**src/rtl/fma16_normround.sv**
```systemverilog
// Normalize-and-round stage of the fp16 FMA: shifts the sum mantissa one bit per
// cycle into normal/subnormal position, then rounds to binary16 with flags.
module fma16_normround #(
    parameter int VEC_SIZE = 45,
    parameter int END_BITS = 11
) (
    input  logic                clk,
    input  logic                reset_n,
    input  logic                in_valid,
    output logic                in_ready,
    input  logic                ss,
    input  logic [6:0]          se,
    input  logic [VEC_SIZE-1:0] sm,
    input  logic [1:0]          roundmode,
    output logic                out_valid,
    input  logic                out_ready,
    output logic [15:0]         result,
    output logic [3:0]          flags
);
    localparam int POINT = END_BITS + 20;

    typedef enum logic [1:0] {IDLE, NORM, ROUND, HOLD} state_t;

    state_t                state_reg, state_next;
    logic [VEC_SIZE-1:0]   m_reg, m_next;
    logic signed [8:0]     e_reg, e_next;
    logic                  st_reg, st_next;
    logic                  sign_reg, sign_next;
    logic [1:0]            rm_reg, rm_next;
    logic [15:0]           result_reg, result_next;
    logic [3:0]            flags_reg, flags_next;

    // Rounding datapath, only consumed in ROUND
    logic [9:0]            frac;
    logic                  guard, sticky, inexact, inc;
    logic [11:0]           sum12;
    logic                  carry, hidden, tiny, ovf;
    logic signed [8:0]     e_fin;
    logic [15:0]           round_result;
    logic [3:0]            round_flags;

    always_comb begin
        frac    = m_reg[POINT-1:POINT-10];
        guard   = m_reg[POINT-11];
        sticky  = st_reg | (|m_reg[POINT-12:0]);
        inexact = guard | sticky;
        case (rm_reg)
            2'b00:   inc = 1'b0;
            2'b01:   inc = guard & (sticky | frac[0]);
            2'b10:   inc = inexact & sign_reg;
            default: inc = inexact & ~sign_reg;
        endcase
        sum12  = {1'b0, m_reg[POINT], frac} + {11'b0, inc};
        carry  = sum12[11];
        hidden = carry | sum12[10];
        e_fin  = e_reg + {8'b0, carry};
        tiny   = ~m_reg[POINT];
        ovf    = (e_fin >= 9'sd31);

        if (m_reg == '0) begin
            round_result = (rm_reg == 2'b10) ? 16'h8000 : 16'h0000;
            round_flags  = 4'b0000;
        end else if (ovf) begin
            // Directed modes that round away from the overflow side saturate at max finite
            if (rm_reg == 2'b01 || (rm_reg == 2'b11 && !sign_reg) || (rm_reg == 2'b10 && sign_reg))
                round_result = {sign_reg, 15'h7C00};
            else
                round_result = {sign_reg, 15'h7BFF};
            round_flags = 4'b0101;
        end else begin
            round_result = {sign_reg, (hidden ? e_fin[4:0] : 5'd0), sum12[9:0]};
            round_flags  = {2'b00, tiny & inexact, inexact};
        end
    end

    always_comb begin
        state_next  = state_reg;
        m_next      = m_reg;
        e_next      = e_reg;
        st_next     = st_reg;
        sign_next   = sign_reg;
        rm_next     = rm_reg;
        result_next = result_reg;
        flags_next  = flags_reg;
        case (state_reg)
            IDLE: begin
                if (in_valid) begin
                    state_next = NORM;
                    m_next     = sm;
                    e_next     = {{2{se[6]}}, se};
                    st_next    = 1'b0;
                    sign_next  = ss;
                    rm_next    = roundmode;
                end
            end
            NORM: begin
                if (m_reg == '0) begin
                    state_next = ROUND;
                end else if ((|m_reg[VEC_SIZE-1:POINT+1]) || (e_reg < 9'sd1)) begin
                    m_next  = {1'b0, m_reg[VEC_SIZE-1:1]};
                    e_next  = e_reg + 9'sd1;
                    st_next = st_reg | m_reg[0];
                end else if (!m_reg[POINT] && (e_reg > 9'sd1)) begin
                    m_next = {m_reg[VEC_SIZE-2:0], 1'b0};
                    e_next = e_reg - 9'sd1;
                end else begin
                    state_next = ROUND;
                end
            end
            ROUND: begin
                state_next  = HOLD;
                result_next = round_result;
                flags_next  = round_flags;
            end
            HOLD: begin
                if (out_ready)
                    state_next = IDLE;
            end
            default: state_next = IDLE;
        endcase
    end

    always_ff @(posedge clk or negedge reset_n) begin
        if (!reset_n) begin
            state_reg  <= IDLE;
            m_reg      <= '0;
            e_reg      <= '0;
            st_reg     <= 1'b0;
            sign_reg   <= 1'b0;
            rm_reg     <= 2'b00;
            result_reg <= 16'h0000;
            flags_reg  <= 4'b0000;
        end else begin
            state_reg  <= state_next;
            m_reg      <= m_next;
            e_reg      <= e_next;
            st_reg     <= st_next;
            sign_reg   <= sign_next;
            rm_reg     <= rm_next;
            result_reg <= result_next;
            flags_reg  <= flags_next;
        end
    end

    assign in_ready  = (state_reg == IDLE);
    assign out_valid = (state_reg == HOLD);
    assign result    = result_reg;
    assign flags     = flags_reg;
endmodule

```
**config.mk**
```make
export PLATFORM = sky130hd
export DESIGN_NAME = fma16_normround
export DESIGN_NICKNAME = d
export VERILOG_FILES = /design/src/rtl/fma16_normround.sv
export SDC_FILE = /design/constraint.sdc
export NUM_CORES = 1
export LEC_CHECK = 0
export ABC_AREA = 1
export CAP_MARGIN = 20
export CORE_MARGIN = 10
export CORE_UTILIZATION = 55
export DETAILED_ROUTE_END_ITERATION = 8
export GPL_TIMING_DRIVEN = 0
export PLACE_DENSITY = 0.91
export SYNTH_ARGS = -nofsm -noshare
export SYNTH_HDL_FRONTEND = slang
export SYNTH_SLANG_ARGS = --single-unit
```
**constraint.sdc**
```tcl
create_clock -name clk -period 4.5 [get_ports clk]
set_clock_uncertainty 0.05 [all_clocks]
set_input_delay 0.45 -clock clk [delete_from_list [all_inputs] [get_ports clk]]
set_output_delay 0.45 -clock clk [all_outputs]
set_load 0.02 [all_outputs]
```
==> results of run 1 <==
cells by family (layout without fill, tap and decap cells):
logic type	count (synthesis)	in the layout	share of synthesized area
and+or+nand+nor	571	571	0.432
buffers and inverters	110	207	0.0929
DFF	79	79	0.360
AOI/OAI and AO/OA	34	34	0.0328
xor gates and xnor gates	19	19	0.0303
adders and majority gates	13	13	0.0296
muxes	12	12	0.0221
other	1	1	0.000682
power by group:
group / switching (mW) / internal, mW
Clock: 0.274 / 0.257
Combinational: 1.73 / 1.03
Sequential: 0.297 / 1.06
Total: 2.30 / 2.35
area by class of cell:
cell class	instances	area, sq um	area share
tap	133	166	0.0249
buffer	44	263	0.0393
clock inverter	5	58.8	0.00880
multi-input combinational	650	3020	0.451
clock buffer	11	131	0.0197
sequential	79	1980	0.296
timing repair buffer	81	826	0.124
inverter	66	248	0.0371
through the flow:
step	power, mW	cell area (sq um)	std cells	utilization
global route	5.11	6690	1069	0.684
floorplan	3.30	5500	839	-
global placement	3.99	6450	1051	0.660
finish	4.65	6690	1069	0.684
CTS	4.63	6680	1069	0.683
detailed placement	4.09	6480	1052	0.663
worst max-delay path, delay by kind of cell (launching register included):
kind,cells,cell delay (ps)
compound gates,1,160
xor+xnor,1,320
fa+ha+maj,4,830
buf+inv,3,340
flops,1,350
simple gates,11,1740
what timing repair did:
action,in CTS,in global routing
hold endpoints to repair,29,0
hold buffers,1,0
resized for setup,0,1
setup endpoints to repair,0,10
cells in the final DEF (no fill, tap or decap), drive strengths merged:
master	netlist	routed
buf	29	31
clkinvlp	0	2
ha	13	13
or2	1	1
dfrtp	79	79
o21ai	27	27
dlygate4sd3	0	1
o21a	1	1
nand3	113	113
nor3	5	5
clkinv	1	3
nand2	386	386
o211ai	1	1
nor2	58	58
mux2	1	1
o22ai	1	1
xnor2	1	1
a21oi	4	4
bufinv	0	1
clkbuf	15	26
mux2i	11	11
nand4	5	5
clkdlybuf4s50	0	78
nand3b	2	2
conb	1	1
and3	1	1
inv	65	65
xor2	18	18
routing by layer:
metal | share of wire | wire length (um)
met5 | 0 | 0
met3 | 0.063 | 894
met4 | 0.024 | 341
met2 | 0.48 | 6780
met1 | 0.44 | 6230
worst min-delay path by stage:
stage	slack, ps	to
finish	430	result[2]
global route	460	result[2]
CTS	440	result[0]
detailed placement	360	m_reg[43]
global placement	410	m_reg[9]
floorplan	100	e_reg[0]
==> implementation parameters, run 1 <==
Parameter                              Value

Worst hold path
  Beginning of the worst hold path ... result[2]
  Number of stages on the worst hold path ... 2
  Worst hold path type ... register to register

STA
  Maximum achievable frequency ... 258 MHz
  Least-Margin Pin Slew ... 618 ps
  Final number of hold-violating endpoints ... 0
  Number of pins with negative max-slew slack in the final report ... 0
  Fraction of the cycle the final worst path needs ... 0.861
  Final min period ... 3870 ps
  Slew Limit Headroom ... 0.588
  Final-layout setup total negative slack ... 0 ps
  Crit path setup slack, layout ... 625 ps
  Final Setup Violations ... 0
  Final-layout worst hold slack ... 435 ps
  Unrepaired setup endpoints after global routing ... false

Critical path
  Required @ worst endpoint ... 4690 ps
  Register-to-register setup slack ... 630 ps
  Delay of the slowest cell on the worst path ... 350 ps
  Launching element of the worst setup path ... rm_reg[1]
  List of cells traversed by the critical path ... inv_1, nor2_1, ha_1, or2_2, o21ai_0, ha_1, nand2_1, nor2_1, nand4_1, nor3_2, ha_1, ha_1, nand3_1, inv_1, nand2_1, xor2_1, nand2_1, buf_4, nand3_1, nand2_1
  Crit path kind ... register to register
  Worst setup path endpoint ... flags[1]
  Endpoint of the lowest-slack register-to-register path ... flags[1]
  Kind of start point of the critical path ... register
  Path depth of the worst reg2reg path ... 20
  Crit end category ... register
  Arrival @ worst endpoint ... 4070 ps
  Beginning of the worst register-to-register path ... rm_reg[1]
  Largest fanout on the critical path ... 10
  Critical path's slowest cell ... sky130_fd_sc_hd__dfrtp_1

Clocking
  Clock tree from TritonCTS ... built
  Deepest level of the CTS H-tree ... 3
  Count of clock tree sinks ... 79
  Clock latency on the worst-skew pair ... 360 ps
  CTS root buf ... sky130_fd_sc_hd__clkbuf_8
  Number of buffers added for setup after CTS ... 0
  Num CTS Buffers ... 9
  Clock input transition at the sequential cells of the worst setup and hold paths ... 80 ps
  Bufs on Longest Clock Path ... 2

Run
  Max_cap viols ... 0

Die
  Die extent in x ... 120 um
  Full die area ... 14400 sq um
  Initial core utilization ... 0.562
  Top-level port count ... 81
  Number of rows in the core area ... 36
  Overall die height ... 120 um
  Placeable core region ... 9770 sq um

Yosys
  Primary FF master, synth ... sky130_fd_sc_hd__dfrtp_1
  Most used standard cell by instance count after synthesis ... sky130_fd_sc_hd__nand2_1
  Top cell type by total area after synthesis ... sky130_fd_sc_hd__dfrtp_1
  Warnings, synthesis ... 0
  Asr flop ratio synth ... 1.00
  Top cells by area, synth ... sky130_fd_sc_hd__dfrtp_1 36%, sky130_fd_sc_hd__nand2_1 26%, sky130_fd_sc_hd__nand3_1 10%
  Synth Instances ... 839
  Number of synthesized flops with an enable pin ... 0
  Portion of synthesized cell area occupied by the leading cell type ... 0.360
  Average cell area after synthesis ... 6.55 sq um
  Mapped Area ... 5500 sq um
  Number of distinct library cells after synthesis ... 35
  Top cells by count, synth ... 385 x sky130_fd_sc_hd__nand2_1, 110 x sky130_fd_sc_hd__nand3_1, 79 x sky130_fd_sc_hd__dfrtp_1
  Count of state elements after synthesis ... 79
  Total nets after synthesis ... 911
  Share of the yosys chip area belonging to registers ... 0.360

Layout
  Diode count ... 0
  Share of cells above drive strength 1 ... 0.0705
  FILL cells ... 836
  Layout overhead on the synthesized area ... 21.6%
  Nets@finish ... 1003
  Flip-flop count of the largest register, all copies and words added ... 45

Route
  Vias after detailed routing ... 5625
  Post-detailed-route via-to-cell ratio ... 5.26
  # DRC ... 0
  Final Routed Wirelength ... 14200 um
  DRC marker count from the first detailed-route iteration ... 521
  Total iterations of the first detailed-routing run ... 6
  Wire length per cell ... 13.3 um
  Number of nets with antenna violations after detailed routing ... 0

Global routing
  Layer carrying the most global-route usage ... met2
  Antenna violations before repair ... 0
  Overall track demand over capacity in global routing ... 0.203
  Met1 usage in global routing ... 0.259
  Vias in the first global route ... 5473
  Largest net degree at the start of global routing ... 51
  Global-route wire length before repair ... 25000 um
  Total grt overflow ... 0
  Met3 usage in global routing ... 0.0352
  Met2 Usage GRT ... 0.335

Power and ir drop
  Leakage power ... 3.49 nW
  Power density relative to cell area ... 696 nW/um^2
  Peak supply drop ... 0.352 mV

Place
  Worst slack at placement ... 505 ps
  Post-detailed-placement half-perimeter wirelength ... 10700 um
  Final RePlAce weighted congestion ... 0.928
  Count of buffers from port buffering ... 79

Run status
  Result of the run ... finished clean
No activity file was read; power rests on OpenSTA's default activity.
==> inputs of run 2 (changes only) <==
==> constraint.sdc (replaced) <==
create_clock -name clk -period 4 [get_ports clk]
set_clock_uncertainty 0.05 [all_clocks]
set_input_delay 0.4 -clock clk [delete_from_list [all_inputs] [get_ports clk]]
set_output_delay 0.4 -clock clk [all_outputs]
set_load 0.02 [all_outputs]
==> run 2 against run 1 <==
Net effect:
- register-to-register slack lost 330 ps
- fmax rose by 4.7%
- via count increased by 0.73%
- clock power is 13% higher
==> implementation parameters, run 2 (same netlist as run 1, synthesis figures left out) <==
Parameter                              Value

Global routing
  Largest net degree at the start of global routing ... 51 (unchanged)
  Overall track demand over capacity in global routing ... 0.203 (about the same)
  Antenna violations before repair ... 0 (unchanged)
  Total grt overflow ... 0 (unchanged)
  Vias in the first global route ... 5471 (-0.037%)
  Global-route wire length before repair ... 24900 um (-0.11%)

Power and ir drop
  Leakage power ... 3.52 nW (+0.64%)
  Peak supply drop ... 0.395 mV (+12%)
  Power density relative to cell area ... 781 nW/um^2 (+12%)

Critical path
  Kind of start point of the critical path ... register
  Path depth of the worst reg2reg path ... 22 (+10%)
  Crit end category ... register
  Crit path kind ... register to register
  Largest fanout on the critical path ... 10 (unchanged)
  Required @ worst endpoint ... 4200 ps (-490 ps)
  Arrival @ worst endpoint ... 3900 ps (-170 ps)

STA
  Final min period ... 3700 ps (-173 ps)
  Least-Margin Pin Slew ... 618 ps (+0.0972 ps)
  Maximum achievable frequency ... 270 MHz (+4.7%)
  Final-layout setup total negative slack ... 0 ps (unchanged)
  Slew Limit Headroom ... 0.588 (about the same)
  Final number of hold-violating endpoints ... 0 (unchanged)
  Final Setup Violations ... 0 (unchanged)
  Fraction of the cycle the final worst path needs ... 0.925 (+0.0644)
  Final-layout worst hold slack ... 435 ps (+0.154 ps)
  Number of pins with negative max-slew slack in the final report ... 0 (unchanged)

Die
  Number of rows in the core area ... 36 (unchanged)
  Die extent in x ... 120 um (unchanged)
  Overall die height ... 120 um (unchanged)
  Full die area ... 14400 sq um (unchanged)
  Top-level port count ... 81 (unchanged)
  Placeable core region ... 9770 sq um (unchanged)
  Initial core utilization ... 0.562 (unchanged)

Run
  Max_cap viols ... 0 (unchanged)

Clocking
  Num CTS Buffers ... 9 (unchanged)
  CTS root buf ... sky130_fd_sc_hd__clkbuf_8
  Deepest level of the CTS H-tree ... 3 (unchanged)
  Clock tree from TritonCTS ... built
  Count of clock tree sinks ... 79 (unchanged)
  Clock latency on the worst-skew pair ... 360 ps (about the same)
  Clock input transition at the sequential cells of the worst setup and hold paths ... 80 ps (about the same)
  Bufs on Longest Clock Path ... 2 (unchanged)

Route
  Total iterations of the first detailed-routing run ... 7 (+1)
  Final Routed Wirelength ... 14400 um (+1.0%)
  Post-detailed-route via-to-cell ratio ... 5.29 (+0.45%)
  Vias after detailed routing ... 5666 (+0.73%)
  Number of nets with antenna violations after detailed routing ... 0 (unchanged)
  DRC marker count from the first detailed-route iteration ... 518 (-0.58%)
  Wire length per cell ... 13.4 um (+0.71%)
  # DRC ... 0 (unchanged)

Place
  Post-Place Cell Area ... 6480 sq um (unchanged)
  Count of buffers from port buffering ... 79 (unchanged)
  Post-detailed-placement half-perimeter wirelength ... 10700 um (unchanged)
  Final RePlAce weighted congestion ... 0.928 (unchanged)

Layout
  Leading cell types in the layout, fill and taps excluded ... 384 x sky130_fd_sc_hd__nand2_1, 109 x sky130_fd_sc_hd__nand3_1, 79 x sky130_fd_sc_hd__dfrtp_1, 78 x sky130_fd_sc_hd__clkdlybuf4s50_1, 60 x sky130_fd_sc_hd__inv_1
  Share of cells above drive strength 1 ... 0.0809 (+0.0104)
  Layout overhead on the synthesized area ... 22.7%
  Diode count ... 0 (unchanged)
  Post-route design area ... 6740 sq um (+0.88%)
  Most common cell after layout, fill and taps aside ... sky130_fd_sc_hd__nand2_1
  Area of the multi-input gates ... 3050 sq um (+1.2%)
  Flip-flop count of the largest register, all copies and words added ... 45 (unchanged)
  Storage element area ... 1980 sq um (unchanged)
  Nets@finish ... 1006 (+0.30%)
  FILL cells ... 823 (-1.6%)

Run status
  Result of the run ... finished clean

Worst hold path
  Number of stages on the worst hold path ... 2 (unchanged)
  Worst hold path type ... register to register
==> run 2: worst paths after layout <==
check / startpoint / to / slack (ps)
setup reg to reg: rm_reg[1] / result[4] / 300
hold / removal: result[2] / result[2] / 430
hold reg to reg: result[2] / result[2] / 430
setup / recovery: rm_reg[1] / result[4] / 300
max in group asynchronous: reset_n / m_reg[3] / 2870
min in group asynchronous: reset_n / m_reg[43] / 440
==> run 2: repair_timing <==
item / in CTS / in global routing
hold buffers: 1 / 0
pin swaps: 0 / 2
endpoints found under the setup margin: 1 / 18
resized for setup: 1 / 11
hold endpoints to repair: 29 / 0
setup buffers: 0 / 3
==> run 2: layout make-up <==
class / count / share of cell area
Tap cell: 133 / 0.0247
Clock buffer: 11 / 0.0195
Sequential cell: 79 / 0.293
Clock inverter: 5 / 0.00872
Inverter: 66 / 0.0367
Multi-Input combinational cell: 650 / 0.453
Buffer: 44 / 0.0390
Timing Repair Buffer: 84 / 0.126
==> run 2: per-stage QoR <==
step | total power [mW] | utilization | cells | setup slack, ps
3_3_place_gp | 4.48 | 0.660 | 1051 | -270
6_report | 5.27 | 0.690 | 1072 | 298
2_1_floorplan | 3.71 | - | 839 | 588
5_1_grt | 5.78 | 0.690 | 1072 | -27.4
3_5_place_dp | 4.60 | 0.663 | 1052 | 5.12
4_1_cts | 5.21 | 0.684 | 1069 | 121
==> run 2: worst max-delay path, cell delays in order (launching register included) <==
cell	delay, ps
sky130_fd_sc_hd__dfrtp_1	380
sky130_fd_sc_hd__inv_1	110
sky130_fd_sc_hd__nor2_2	60
sky130_fd_sc_hd__ha_1	260
sky130_fd_sc_hd__or2_2	290
sky130_fd_sc_hd__o21ai_1	140
sky130_fd_sc_hd__ha_2	210
sky130_fd_sc_hd__nand2_1	90
sky130_fd_sc_hd__nor2_4	150
sky130_fd_sc_hd__nand4_1	190
sky130_fd_sc_hd__nor3_4	280
sky130_fd_sc_hd__ha_1	180
sky130_fd_sc_hd__ha_1	190
sky130_fd_sc_hd__nand3_2	130
sky130_fd_sc_hd__o21ai_1	140
sky130_fd_sc_hd__nand2_1	80
sky130_fd_sc_hd__nor2_2	110
sky130_fd_sc_hd__nand2_2	90
sky130_fd_sc_hd__nand2_1	110
sky130_fd_sc_hd__buf_4	170
sky130_fd_sc_hd__nand2_1	60
sky130_fd_sc_hd__nand3_1	70
sky130_fd_sc_hd__nand2_1	60
==> run 2: power by group <==
part	internal, mW	leakage (nW)	total [mW]	switching (mW)
combinational	1.17	2.45	3.14	1.96
clock	0.289	0.0895	0.598	0.309
sequential	1.20	0.978	1.54	0.338
==> run 2: metal layers <==
metal	routed length, um	up-vias	GRT usage
li1	-	2811	-
met1	6140	2585	0.259
met2	6950	239	0.333
met3	970	31	0.0352
met4	334	0	0.0845
met5	0	-	0
==> inputs of run 3 (changes only) <==
--- a/config.mk
+++ b/config.mk
@@ -10,7 +10,6 @@
 export CORE_MARGIN = 10
 export CORE_UTILIZATION = 55
 export DETAILED_ROUTE_END_ITERATION = 8
-export GPL_TIMING_DRIVEN = 0
 export PLACE_DENSITY = 0.91
 export SYNTH_ARGS = -nofsm -noshare
 export SYNTH_HDL_FRONTEND = slang
==> constraint.sdc (replaced) <==
create_clock -name clk -period 4 [get_ports clk]
set_clock_uncertainty 0.05 [all_clocks]
set_input_delay 0.4 -clock clk [delete_from_list [all_inputs] [get_ports clk]]
set_output_delay 0.4 -clock clk [all_outputs]
set_load 0.01 [all_outputs]
==> run 3 against run 2 <==
Net effect:
- global-route usage decreased by 0.62 points
- via count decreased by 2.9%
- sequential power increased by 4%
- critical path depth decreased by 2
- fmax increased by 0.96%
- clock power increased by 5.5%
- non-clock buffer count decreased by 43
- first-iteration DRC count increased by 17%
==> implementation parameters, run 3 (same netlist as run 1, synthesis figures left out) <==
Parameter                              Value

Layout
  Diode count ... 0 (unchanged)
  Share of the core filled with cells in the final layout ... 0.666 (-0.0237)
  Flip-flop count of the largest register, all copies and words added ... 45 (unchanged)
  Most common cell after layout, fill and taps aside ... sky130_fd_sc_hd__nand2_1
  Number of non-filler instances in the completed layout ... 1029 (-4.0%)
  Post-route design area ... 6510 sq um (-3.4%)
  Share of cells above drive strength 1 ... 0.0592 (-0.0218)
  Leading cell types in the layout, fill and taps excluded ... 383 x sky130_fd_sc_hd__nand2_1, 108 x sky130_fd_sc_hd__nand3_1, 79 x sky130_fd_sc_hd__dfrtp_1, 78 x sky130_fd_sc_hd__clkdlybuf4s50_1, 60 x sky130_fd_sc_hd__inv_1
  Layout overhead on the synthesized area ... 18.5%
  FILL cells ... 832 (+1.1%)
  Nets@finish ... 963 (-4.3%)

STA
  Final number of hold-violating endpoints ... 0 (unchanged)
  Least-Margin Pin Slew ... 1010 ps (+388 ps)
  Number of pins with negative max-slew slack in the final report ... 0 (unchanged)
  Final min period ... 3670 ps (-35.1 ps)
  Final-layout setup total negative slack ... 0 ps (unchanged)
  Final-layout worst hold slack ... 146 ps (-289 ps)
  Final Setup Violations ... 0 (unchanged)
  Crit path setup slack, layout ... 333 ps (+35.1 ps)
  Slew Limit Headroom ... 0.329 (-0.259)
  Maximum achievable frequency ... 273 MHz (+0.96%)
  Fraction of the cycle the final worst path needs ... 0.917 (-0.00879)

Route
  DRC marker count from the first detailed-route iteration ... 608 (+17%)
  # DRC ... 0 (unchanged)
  Number of nets with antenna violations after detailed routing ... 0 (unchanged)
  Post-detailed-route via-to-cell ratio ... 5.34 (+1.1%)
  Total iterations of the first detailed-routing run ... 7 (unchanged)
  Wire length per cell ... 13.7 um (+2.0%)
  Final Routed Wirelength ... 14100 um (-2.1%)
  Vias after detailed routing ... 5499 (-2.9%)

Critical path
  Arrival @ worst endpoint ... 3920 ps (+20 ps)
  Endpoint of the lowest-slack register-to-register path ... result[9]
  Crit end category ... register
  Launching element of the worst setup path ... rm_reg[1]
  Critical path's slowest cell ... sky130_fd_sc_hd__dfrtp_1
  Delay of the slowest cell on the worst path ... 400 ps (+20 ps)
  Crit path kind ... register to register
  List of cells traversed by the critical path ... inv_1, nor2_2, ha_1, or2_2, o21ai_0, ha_1, nand2_1, nor2_4, nand4_1, nor3_2, ha_1, ha_1, nand3_2, inv_1, nand2_1, xor2_4, nand2_4, nand2_1, nand3_1, nand2_1
  Path depth of the worst reg2reg path ... 20 (-9.1%)
  Largest fanout on the critical path ... 12 (+2)
  Required @ worst endpoint ... 4260 ps (+60 ps)
  Beginning of the worst register-to-register path ... rm_reg[1]
  Register-to-register setup slack ... 330 ps (+40 ps)
  Kind of start point of the critical path ... register

Global routing
  Vias in the first global route ... 5162 (-5.6%)
  Largest net degree at the start of global routing ... 80 (+57%)
  Global-route wire length before repair ... 24300 um (-2.8%)
  Antenna violations before repair ... 0 (unchanged)
  Total grt overflow ... 0 (unchanged)
  Overall track demand over capacity in global routing ... 0.197 (-0.00617)

Power and ir drop
  Power, Total ... 5.06 mW (-4.0%)
  Leakage power ... 3.38 nW (-3.9%)
  Peak supply drop ... 0.334 mV (-16%)
  Power density relative to cell area ... 777 nW/um^2 (-0.56%)

Clocking
  CTS root buf ... sky130_fd_sc_hd__clkbuf_8
  Bufs on Longest Clock Path ... 2 (unchanged)
  Clock tree from TritonCTS ... built
  Num CTS Buffers ... 9 (unchanged)
  Number of hold buffers added after cts ... 0 (-1)
  Deepest level of the CTS H-tree ... 3 (unchanged)
  Count of clock tree sinks ... 79 (unchanged)
  Clock latency on the worst-skew pair ... 370 ps (about the same)
  Clock input transition at the sequential cells of the worst setup and hold paths ... 80 ps (about the same)

Die
  Top-level port count ... 81 (unchanged)
  Initial core utilization ... 0.562 (unchanged)
  Full die area ... 14400 sq um (unchanged)
  Die extent in x ... 120 um (unchanged)
  Placeable core region ... 9770 sq um (unchanged)
  Overall die height ... 120 um (unchanged)
  Number of rows in the core area ... 36 (unchanged)

Place
  Post-detailed-placement half-perimeter wirelength ... 9590 um (-9.9%)
  Post-Place Cell Area ... 6240 sq um (-3.7%)
  Count of buffers from port buffering ... 79 (unchanged)
  Worst slack at placement ... 42.6 ps (+37.5 ps)
  Final RePlAce weighted congestion ... 0.898 (-3.2%)
  DP Cell Count ... 1012 (-3.8%)

Run
  Max_cap viols ... 0 (unchanged)

Run status
  Result of the run ... finished clean

Worst hold path
  Worst hold path type ... input pin to async pin
run 3: cell types whose count changed in the layout (fill, tap and decap cells not counted), moves of 2 or more:
cell and change:
sky130_fd_sc_hd__buf_1 -4, sky130_fd_sc_hd__buf_2 -12, sky130_fd_sc_hd__clkinvlp_4 -2, sky130_fd_sc_hd__buf_4 -2, sky130_fd_sc_hd__clkbuf_8 +2, sky130_fd_sc_hd__buf_6 -9, sky130_fd_sc_hd__clkbuf_1 -14
run 3: how the worst max path moves through the flow:
stage,cells past startpoint,slack [ps],end
detailed placement,20,40,result[9]
finish,20,330,result[9]
global placement,21,200,result[5]
floorplan,22,590,result[2]
global route,21,-30,result[1]
CTS,19,30,result[9]
run 3: area by class of cell:
type | count | area [sq um] | area share
Clock buffer | 14 | 163 | 0.0250
Clock inverter | 2 | 38.8 | 0.00596
Inverter | 66 | 248 | 0.0380
Multi-Input combinational cell | 650 | 3070 | 0.472
Sequential cell | 79 | 1980 | 0.304
Tap cell | 133 | 166 | 0.0256
Timing Repair Buffer | 85 | 846 | 0.130
run 3: power by group:
part	internal, mW	switching (mW)	total (mW)
Combinational	1.06	1.78	2.83
Sequential	1.20	0.401	1.60
Clock	0.325	0.305	0.631
Total	2.58	2.48	5.06
run 3: repair_timing:
| action | 4_1_cts | 5_1_grt |
|---|---|---|
| pin swaps | 0 | 1 |
| setup endpoints to repair | 7 | 18 |
| gates resized for setup | 1 | 12 |
| buffers inserted | 0 | 1 |
run 3: worst max-delay path, delay by kind of cell (launching register included):
kind	cells	cell delay, ps
AO/OA/AOI/OAI	1	150
XOR/XNOR	1	280
AND/OR/NAND/NOR	12	1720
flip-flops	1	400
adder cells (fa/ha/maj)	4	810
buffers and inverters	2	180
run 3: metal layers:
metal	part of all wire	up-vias	GRT usage
met5	0	-	0
met2	0.48	228	0.322
li1	-	2722	-
met3	0.083	28	0.0459
met1	0.42	2521	0.258
met4	0.015	0	0.0460
